## config.mk

```make
export PLATFORM = sky130hd
export DESIGN_NAME = mem_access_ctrl_flat
export DESIGN_NICKNAME = d
export VERILOG_FILES = /design/src/rtl/mem_access_ctrl_if.sv /design/src/rtl/mem_access_ctrl.sv /design/src/flat_wrapper.sv
export SDC_FILE = /design/constraint.sdc
export NUM_CORES = 1
export LEC_CHECK = 0
export CELL_PAD_IN_SITES_DETAIL_PLACEMENT = 0
export CELL_PAD_IN_SITES_GLOBAL_PLACEMENT = 2
export CORE_MARGIN = 8
export CORE_UTILIZATION = 27
export DETAILED_ROUTE_END_ITERATION = 6
export PLACE_DENSITY_LB_ADDON = 0.1
export SLEW_MARGIN = 20
export SYNTH_ARGS = -nofsm -noshare
export SYNTH_HDL_FRONTEND = slang
export SYNTH_SLANG_ARGS = --single-unit
```

## constraint.sdc

```tcl
create_clock -name clk -period 8.95 [get_ports clk]
set_input_delay 1.79 -clock clk [delete_from_list [all_inputs] [get_ports clk]]
set_output_delay 1.79 -clock clk [all_outputs]
set_load 0.05 [all_outputs]
```

## src/rtl/mem_access_ctrl_if.sv

```systemverilog
// Signal bundle between the MEM stage, the load/store controller and the byte-lane data RAM.
// The controller connects through the slave modport; the pipeline/RAM side uses master.
interface mem_access_ctrl_if #(
  parameter int unsigned ADDR_W = 32
);
  logic              req_valid;
  logic              req_ready;
  logic [2:0]        req_op;
  logic [ADDR_W-1:0] req_addr;
  logic [31:0]       req_wdata;
  logic              resp_valid;
  logic              resp_ready;
  logic [31:0]       resp_rdata;
  logic              resp_err;
  logic              stall_o;
  logic              ram_ce;
  logic              ram_we;
  logic [ADDR_W-1:0] ram_addr;
  logic [3:0]        ram_sel;
  logic [31:0]       ram_wdata;
  logic [31:0]       ram_rdata;

  modport slave (
    input  req_valid, req_op, req_addr, req_wdata, resp_ready, ram_rdata,
    output req_ready, resp_valid, resp_rdata, resp_err, stall_o,
    output ram_ce, ram_we, ram_addr, ram_sel, ram_wdata
  );

  modport master (
    output req_valid, req_op, req_addr, req_wdata, resp_ready, ram_rdata,
    input  req_ready, resp_valid, resp_rdata, resp_err, stall_o,
    input  ram_ce, ram_we, ram_addr, ram_sel, ram_wdata
  );
endinterface

```

## src/rtl/mem_access_ctrl.sv

```systemverilog
// Load/store controller between the MEM stage and a big-endian byte-lane data RAM.
// Optional misalignment detection is enabled by defining MEM_ALIGN_CHECK_EN.
module mem_access_ctrl #(
  parameter int unsigned WAIT_CYCLES = 0,
  parameter int unsigned ADDR_W      = 32
) (
  input logic              clk,
  input logic              rst,
  mem_access_ctrl_if.slave bus
);

  typedef enum logic [1:0] {StIdle, StAccess, StResp} state_e;

  localparam logic [3:0] WaitInit = 4'(WAIT_CYCLES);

  state_e            state_q, state_d;
  logic [3:0]        cnt_q, cnt_d;
  logic [2:0]        op_q, op_d;
  logic [1:0]        off_q, off_d;
  logic              req_ready_q, req_ready_d;
  logic              resp_valid_q, resp_valid_d;
  logic [31:0]       resp_rdata_q, resp_rdata_d;
  logic              resp_err_q, resp_err_d;
  logic              ram_ce_q, ram_ce_d;
  logic              ram_we_q, ram_we_d;
  logic [ADDR_W-1:0] ram_addr_q, ram_addr_d;
  logic [3:0]        ram_sel_q, ram_sel_d;
  logic [31:0]       ram_wdata_q, ram_wdata_d;

  logic        req_byte, req_half, req_store, req_misaligned;
  logic [3:0]  req_sel;
  logic [31:0] req_wrep;
  logic [7:0]  ld_byte;
  logic [15:0] ld_half;
  logic [31:0] ld_data;

  // Request decode: lane selects and replicated store data.
  always_comb begin
    req_byte  = bus.req_op inside {3'b000, 3'b001, 3'b101};
    req_half  = bus.req_op inside {3'b010, 3'b011, 3'b110};
    req_store = bus.req_op[2] && (bus.req_op[1:0] != 2'b00);
    if (req_byte) begin
      req_sel  = 4'b1000 >> bus.req_addr[1:0];
      req_wrep = {4{bus.req_wdata[7:0]}};
    end else if (req_half) begin
      req_sel  = bus.req_addr[1] ? 4'b0011 : 4'b1100;
      req_wrep = {2{bus.req_wdata[15:0]}};
    end else begin
      req_sel  = 4'b1111;
      req_wrep = bus.req_wdata;
    end
`ifdef MEM_ALIGN_CHECK_EN
    req_misaligned = (req_half && bus.req_addr[0]) ||
                     (!req_byte && !req_half && (bus.req_addr[1:0] != 2'b00));
`else
    req_misaligned = 1'b0;
`endif
  end

  // Byte offset 0 sits in bits 31:24.
  always_comb begin
    ld_byte = 8'(bus.ram_rdata >> {~off_q, 3'b000});
    ld_half = off_q[1] ? bus.ram_rdata[15:0] : bus.ram_rdata[31:16];
    case (op_q)
      3'b000:  ld_data = {{24{ld_byte[7]}}, ld_byte};
      3'b001:  ld_data = {24'h0, ld_byte};
      3'b010:  ld_data = {{16{ld_half[15]}}, ld_half};
      3'b011:  ld_data = {16'h0, ld_half};
      3'b100:  ld_data = bus.ram_rdata;
      default: ld_data = 32'h0;
    endcase
  end

  always_comb begin
    state_d      = state_q;
    cnt_d        = cnt_q;
    op_d         = op_q;
    off_d        = off_q;
    req_ready_d  = req_ready_q;
    resp_valid_d = resp_valid_q;
    resp_rdata_d = resp_rdata_q;
    resp_err_d   = resp_err_q;
    ram_ce_d     = ram_ce_q;
    ram_we_d     = ram_we_q;
    ram_addr_d   = ram_addr_q;
    ram_sel_d    = ram_sel_q;
    ram_wdata_d  = ram_wdata_q;
    unique case (state_q)
      StIdle: begin
        req_ready_d = 1'b1;
        if (req_ready_q && bus.req_valid) begin
          req_ready_d = 1'b0;
          op_d        = bus.req_op;
          off_d       = bus.req_addr[1:0];
          cnt_d       = WaitInit;
          if (req_misaligned) begin
            state_d      = StResp;
            resp_valid_d = 1'b1;
            resp_err_d   = 1'b1;
            resp_rdata_d = 32'h0;
          end else begin
            state_d     = StAccess;
            ram_ce_d    = 1'b1;
            ram_we_d    = req_store;
            ram_addr_d  = {bus.req_addr[ADDR_W-1:2], 2'b00};
            ram_sel_d   = req_sel;
            ram_wdata_d = req_wrep;
          end
        end
      end
      StAccess: begin
        if (cnt_q == 4'd0) begin
          state_d      = StResp;
          ram_ce_d     = 1'b0;
          ram_we_d     = 1'b0;
          ram_sel_d    = 4'b0000;
          resp_valid_d = 1'b1;
          resp_err_d   = 1'b0;
          resp_rdata_d = ld_data;
        end else begin
          cnt_d = cnt_q - 4'd1;
        end
      end
      StResp: begin
        if (bus.resp_ready) begin
          state_d      = StIdle;
          resp_valid_d = 1'b0;
          resp_err_d   = 1'b0;
          req_ready_d  = 1'b1;
        end
      end
      default: state_d = StIdle;
    endcase
  end

  always_ff @(posedge clk or posedge rst) begin
    if (rst) begin
      state_q      <= StIdle;
      cnt_q        <= 4'd0;
      op_q         <= 3'd0;
      off_q        <= 2'd0;
      req_ready_q  <= 1'b0;
      resp_valid_q <= 1'b0;
      resp_rdata_q <= 32'h0;
      resp_err_q   <= 1'b0;
      ram_ce_q     <= 1'b0;
      ram_we_q     <= 1'b0;
      ram_addr_q   <= '0;
      ram_sel_q    <= 4'b0000;
      ram_wdata_q  <= 32'h0;
    end else begin
      state_q      <= state_d;
      cnt_q        <= cnt_d;
      op_q         <= op_d;
      off_q        <= off_d;
      req_ready_q  <= req_ready_d;
      resp_valid_q <= resp_valid_d;
      resp_rdata_q <= resp_rdata_d;
      resp_err_q   <= resp_err_d;
      ram_ce_q     <= ram_ce_d;
      ram_we_q     <= ram_we_d;
      ram_addr_q   <= ram_addr_d;
      ram_sel_q    <= ram_sel_d;
      ram_wdata_q  <= ram_wdata_d;
    end
  end

  assign bus.req_ready  = req_ready_q;
  assign bus.resp_valid = resp_valid_q;
  assign bus.resp_rdata = resp_rdata_q;
  assign bus.resp_err   = resp_err_q;
  assign bus.ram_ce     = ram_ce_q;
  assign bus.ram_we     = ram_we_q;
  assign bus.ram_addr   = ram_addr_q;
  assign bus.ram_sel    = ram_sel_q;
  assign bus.ram_wdata  = ram_wdata_q;
  // The accept cycle itself stalls, before the FSM leaves IDLE.
  assign bus.stall_o    = (state_q != StIdle) || (bus.req_valid && req_ready_q);

endmodule

```

## src/flat_wrapper.sv

```systemverilog
// flat-port wrapper written by rule: the top's interface ports become plain ports
module mem_access_ctrl_flat 
#(
  parameter int unsigned WAIT_CYCLES = 0,
  parameter int unsigned ADDR_W      = 32
)
  (clk, rst, bus_req_valid, bus_req_op, bus_req_addr, bus_req_wdata, bus_resp_ready, bus_ram_rdata, bus_req_ready, bus_resp_valid, bus_resp_rdata, bus_resp_err, bus_stall_o, bus_ram_ce, bus_ram_we, bus_ram_addr, bus_ram_sel, bus_ram_wdata);
  mem_access_ctrl_if #(.ADDR_W(ADDR_W)) bus_i ();
  input logic clk;
  input logic rst;
  input wire logic [$bits(bus_i.req_valid)-1:0] bus_req_valid;
  input wire logic [$bits(bus_i.req_op)-1:0] bus_req_op;
  input wire logic [$bits(bus_i.req_addr)-1:0] bus_req_addr;
  input wire logic [$bits(bus_i.req_wdata)-1:0] bus_req_wdata;
  input wire logic [$bits(bus_i.resp_ready)-1:0] bus_resp_ready;
  input wire logic [$bits(bus_i.ram_rdata)-1:0] bus_ram_rdata;
  output wire logic [$bits(bus_i.req_ready)-1:0] bus_req_ready;
  output wire logic [$bits(bus_i.resp_valid)-1:0] bus_resp_valid;
  output wire logic [$bits(bus_i.resp_rdata)-1:0] bus_resp_rdata;
  output wire logic [$bits(bus_i.resp_err)-1:0] bus_resp_err;
  output wire logic [$bits(bus_i.stall_o)-1:0] bus_stall_o;
  output wire logic [$bits(bus_i.ram_ce)-1:0] bus_ram_ce;
  output wire logic [$bits(bus_i.ram_we)-1:0] bus_ram_we;
  output wire logic [$bits(bus_i.ram_addr)-1:0] bus_ram_addr;
  output wire logic [$bits(bus_i.ram_sel)-1:0] bus_ram_sel;
  output wire logic [$bits(bus_i.ram_wdata)-1:0] bus_ram_wdata;
  assign bus_i.req_valid = bus_req_valid;
  assign bus_i.req_op = bus_req_op;
  assign bus_i.req_addr = bus_req_addr;
  assign bus_i.req_wdata = bus_req_wdata;
  assign bus_i.resp_ready = bus_resp_ready;
  assign bus_i.ram_rdata = bus_ram_rdata;
  assign bus_req_ready = bus_i.req_ready;
  assign bus_resp_valid = bus_i.resp_valid;
  assign bus_resp_rdata = bus_i.resp_rdata;
  assign bus_resp_err = bus_i.resp_err;
  assign bus_stall_o = bus_i.stall_o;
  assign bus_ram_ce = bus_i.ram_ce;
  assign bus_ram_we = bus_i.ram_we;
  assign bus_ram_addr = bus_i.ram_addr;
  assign bus_ram_sel = bus_i.ram_sel;
  assign bus_ram_wdata = bus_i.ram_wdata;
  mem_access_ctrl #(.WAIT_CYCLES(WAIT_CYCLES), .ADDR_W(ADDR_W)) u_core (.clk(clk), .rst(rst), .bus(bus_i));
endmodule
```

==> Word level (Yosys, flattened, before mapping) <==
Index checks and enable logic that the tools add are counted.
{ "classes": {"n_addsub": 1, "n_eq_ne": 15, "shift": 2, "muxes": 29, "n_bitwise": 1, "n_reduce_logical": 21} }
{ "ops": {"columns": ["op", "n"], "rows": [
  ["$pmux 32 s5", 1],
  ["$mux 32", 2],
  ["$shr 32x5->8", 1],
  ["$mux 4", 7],
  ["$mux 16", 1],
  ["$pmux 4 s2", 2],
  ["$eq 3x2->1 const B", 4],
  ["$reduce_and 3->1", 4],
  ["$pmux 1 s2", 5],
  ["$reduce_bool 2->1", 5],
  ["$eq 3x3->1 const B", 3],
  ["$mux 1", 7],
  ["$eq 3x1->1 const B", 2],
  ["$logic_not 3->1", 2],
  ["$mux 2", 3],
  ["$pmux 2 s3", 1],
  ["$reduce_and 2->1", 3],
  ["$reduce_bool 3->1", 2],
  ["$logic_not 4->1", 1],
  ["$ne 2x1->1 const B", 2],
  ["$ne 2x2->1 const B", 2],
  ["$shr 4x2->4 const A", 1],
  ["$sub 4x1->4 const B", 1],
  ["$eq 2x1->1 const B", 1],
  ["5 further kinds", 6]
]} }
{ "word_totals": {"regBits": 114, "elab_cells": 82} }

==> Logic depth before layout (Yosys ltp) <==
{ "logic_depth": {"depth_word": 6, "ltp_mapped": 8} }

==> Least setup slack after synthesis <==
Ideal clock, no wire load.
{ "synth_timing": {"path_kind": "input to output", "start": "input port bus_req_valid", "end": "output port bus_stall_o", "t_arrival_ns": 2.489, "slack_ns": 4.671, "stages": 2, "n_path_buf": 0, "cell_sequence": "a211oi_1 -> inv_1"} }
{ "synth_between": {"elab_chain_len": 2} }
{ "synth_rtl": {"columns": ["element", "line", "text"], "rows": [
  ["from (decl)", "flat_wrapper.sv:11", "input wire logic [$bits(bus_i.req_valid)-1:0] bus_req_valid;"],
  ["$logic_and 1x1->1", "mem_access_ctrl.sv:178", "assign bus.stall_o = (state_q != StIdle) || (bus.req_valid && req_ready_q);"],
  ["$logic_or 1x1->1", "mem_access_ctrl.sv:178", null],
  ["to (decl)", "flat_wrapper.sv:21", "output wire logic [$bits(bus_i.stall_o)-1:0] bus_stall_o;"]
]} }
No other way between the ends.

==> Worst setup path in the final report <==
Ends and elaborated chain as after synthesis.

==> results.tsv <==
metric	value	unit
dpl ws	3.60	ns
layout cells sized above 1	6.81	%
Gate power share	54.3	%
Lkg Pwr	3.51	nW
DIE HEIGHT	155	um
sequential fraction of the synthesis area	54.6	%
clock skew	0.00832	ns
switching fraction of total power	48.2	%
Hold Path Sink	u_core.bus.ram_addr[28]	
pwr/cell area	428	mW/mm^2
die area	0.0239	mm^2
most common cell in the netlist	nand2_1	
Layout area overhead	52.7	%
Worst Hold Depth	2	
Final Cycle Share	60.0	%
Yosys reg bits	113	
Clock transition at path regs	0.05	ns
dominant cells by area after synthesis	dfrtp_1 55%, nand2_1 14%, o21ai_0 3.3%	
mapped cell area	0.00518	mm^2
critical path data required time	7.16	ns
fin nets	856	
H-tree Lvls	4	
Hold Startpoint	u_core.bus.ram_addr[28]	
Critical Path AT	3.58	ns
wirelength, routed	18200	um
post-CTS setup repair buffer count	0	
Final Hold Viols	0	
TritonCTS clock tree	done	
compound-cell area share of the yosys netlist	12.9	%
routability cong.	0.825	
RSZ-0062 raised after global routing	no	
Fillers	1883	
global-route wire length before repair	28800	um
chip width	155	um
FMAX	0.186	GHz
drt first pass iters	5	
worst hold slack	0.471	ns
total grt overflow	0	
largest family of logic cells by synthesized area	simple AND/OR/NAND/NOR gates	
core area	0.0188	mm^2
Clk pwr share	18.9	%
cts repair resizes	0	
# clock sinks	113	
R2R Setup Slk	6.53	ns
Yosys warnings	0	
share of flip-flops with an asynchronous set or reset	100	%
DRC Markers	0	
cell accounting for the most synthesized area	dfrtp_1	
# Max-Cap Violations	0	
# port buffers	205	
largest net degree at the start of global routing	75	
Clock Latency Late Sink	0.41	ns
Starting Density	27.6	%
P_sw	1.63	mW
Syn Inst Count	560	
Final min period	5.37	ns
area fraction of the dominant cell type after synthesis	54.6	%
worst r2r path cells	4	
status	finished clean	
initial antenna violation count	0	
CP max FO	5	
Yosys cell types	45	
Worst R2R Start	u_core.op_q[2]	
crit start category	input pin	
endpoint class of the critical path	output pin	
critical path type	in -> out	
CTS buffer count	17	
vias in the first global route	5017	
# hold bufs at CTS	0	
Post-DP Area	0.00736	mm^2
Iter 0 DRT Violations	255	
HPWL Detailed	12900	um
mux cell area share after synthesis	3.70	%
Final WS setup	3.58	ns
EDFF count, synth	0	
GRT Overall Usage	15.5	%
Internal	1.75	mW
Least-Margin Pin Slew	1.10	ns
CTS root buf	clkbuf_16	
Max IR drop VDD	0.173	mV
post-route design area	0.00791	mm^2
fin. max-slew vios	0	
ys flop type	dfrtp_1	
total negative slack	0	ns
simple-gate share of the synthesized area	23.1	%
ant diodes	0	
most frequent cells after synthesis	198 x nand2_1, 113 x dfrtp_1, 34 x o21ai_0, 32 x nand3_1, 17 x o21ai_1	
row cnt	50	
Longest Clk Path Bufs	2	
# IOs	209	
Vias/cell	4.70	
Slew HR	26.8	%
Min-Delay Path Class	reg -> reg	
Final setup viols	0	
Final ANT Viol Nets	0	
worst r2r dst	u_core.bus.resp_rdata[6]	
adder-cell share of the synthesized area	0.483	%
Mean Syn Cell Area	9.25	um^2
Overall Power	3.39	mW
DR vias	4688	
XOR/XNOR Fraction of Synth Area	0.507	%
DR WL/cell	18.2	um
Sequential Power Share	26.7	%
worst max path at each step:
stage                                   end  cells after the start  slack (ns)     startpoint
global route                    bus_stall_o                      4        3.51  bus_req_valid
floorplan           u_core.bus.ram_addr[10]                      1        4.17            rst
detailed placement              bus_stall_o                      4        3.60  bus_req_valid
finish                          bus_stall_o                      4        3.58  bus_req_valid
CTS                             bus_stall_o                      4        3.59  bus_req_valid
global placement                bus_stall_o                      4        3.63  bus_req_valid
state kept, by name, summed over array words and instances (netlist names):
| signal | flops |
|---|---|
| u_core.bus.resp_valid | 1 |
| u_core.bus.ram_addr | 30 |
| u_core.cnt_q | 4 |
| u_core.bus.ram_sel | 4 |
| u_core.bus.resp_rdata | 32 |
| u_core.state_q | 2 |
| u_core.bus.ram_we | 1 |
| u_core.bus.ram_ce | 1 |
| u_core.op_q | 3 |
| u_core.bus.ram_wdata | 32 |
| u_core.off_q | 2 |
| u_core.bus.req_ready | 1 |
layer usage:
metal / vias up / wire (um) / part of all wire [%] / GRT usage [%]
li1: 2278 / - / - / -
met1: 2235 / 8240 / 45 / 19.8
met2: 157 / 8290 / 46 / 23.5
met3: 18 / 1400 / 7.7 / 5.63
met4: 0 / 265 / 1.5 / 5.65
met5: - / 0 / 0 / 0
worst max-delay path, stage by stage:
cell	delay [ns]
clkdlybuf4s50_1	0.46
a211oi_1	0.51
inv_1	0.10
clkdlybuf4s50_1	0.72
metrics by stage:
step	cells	utilization (%)
finish	998	42.2
global route	998	42.2
CTS	998	42.2
detailed placement	966	39.2
global placement	966	39.2
floorplan	562	-
power by group through the flow:
stage / clock network [mW] / registers, mW / logic (mW)
CTS: 0.661 / 0.909 / 1.86
global route: 0.686 / 0.941 / 1.97
detailed placement: 0 / 0.912 / 1.86
floorplan: 0 / 1.57 / 0.561
global placement: 0 / 0.909 / 1.84
finish: 0.641 / 0.905 / 1.84
kinds of logic after synthesis:
family	count (synthesis)
muxes	17
other	1
buffers and inverters	46
and+or+nand+nor	277
AOI/OAI and AO/OA	101
adders and majority gates	2
DFF	113
xor gates and xnor gates	3
cell type report:
class                      count  area [um^2]  area share (%)
sequential                   113         2830            35.7
inverter                       7         28.8           0.364
tap                          234          293            3.70
multi-input combinational    403         2130            26.9
clock inverter                12          118            1.49
timing repair buffer         209         2080            26.3
clock buffer                  20          437            5.52
placed cells by master, fill, tap and decap left out, drive strengths merged, types with 4 or more instances in the layout:
master | Yosys | routed
inv | 7 | 7
nor3 | 5 | 5
a21oi | 5 | 5
clkinv | 0 | 7
clkdlybuf4s50 | 0 | 205
nor2b | 11 | 11
nor2 | 16 | 16
a221oi | 9 | 9
a222oi | 7 | 7
mux2i | 9 | 9
dfrtp | 113 | 113
a211oi | 9 | 9
nand3 | 32 | 32
a31oi | 8 | 8
clkbuf | 14 | 20
buf | 25 | 4
o21ai | 51 | 51
nand2 | 199 | 199
mux2 | 7 | 7
Power figures use the tool's default switching activity.
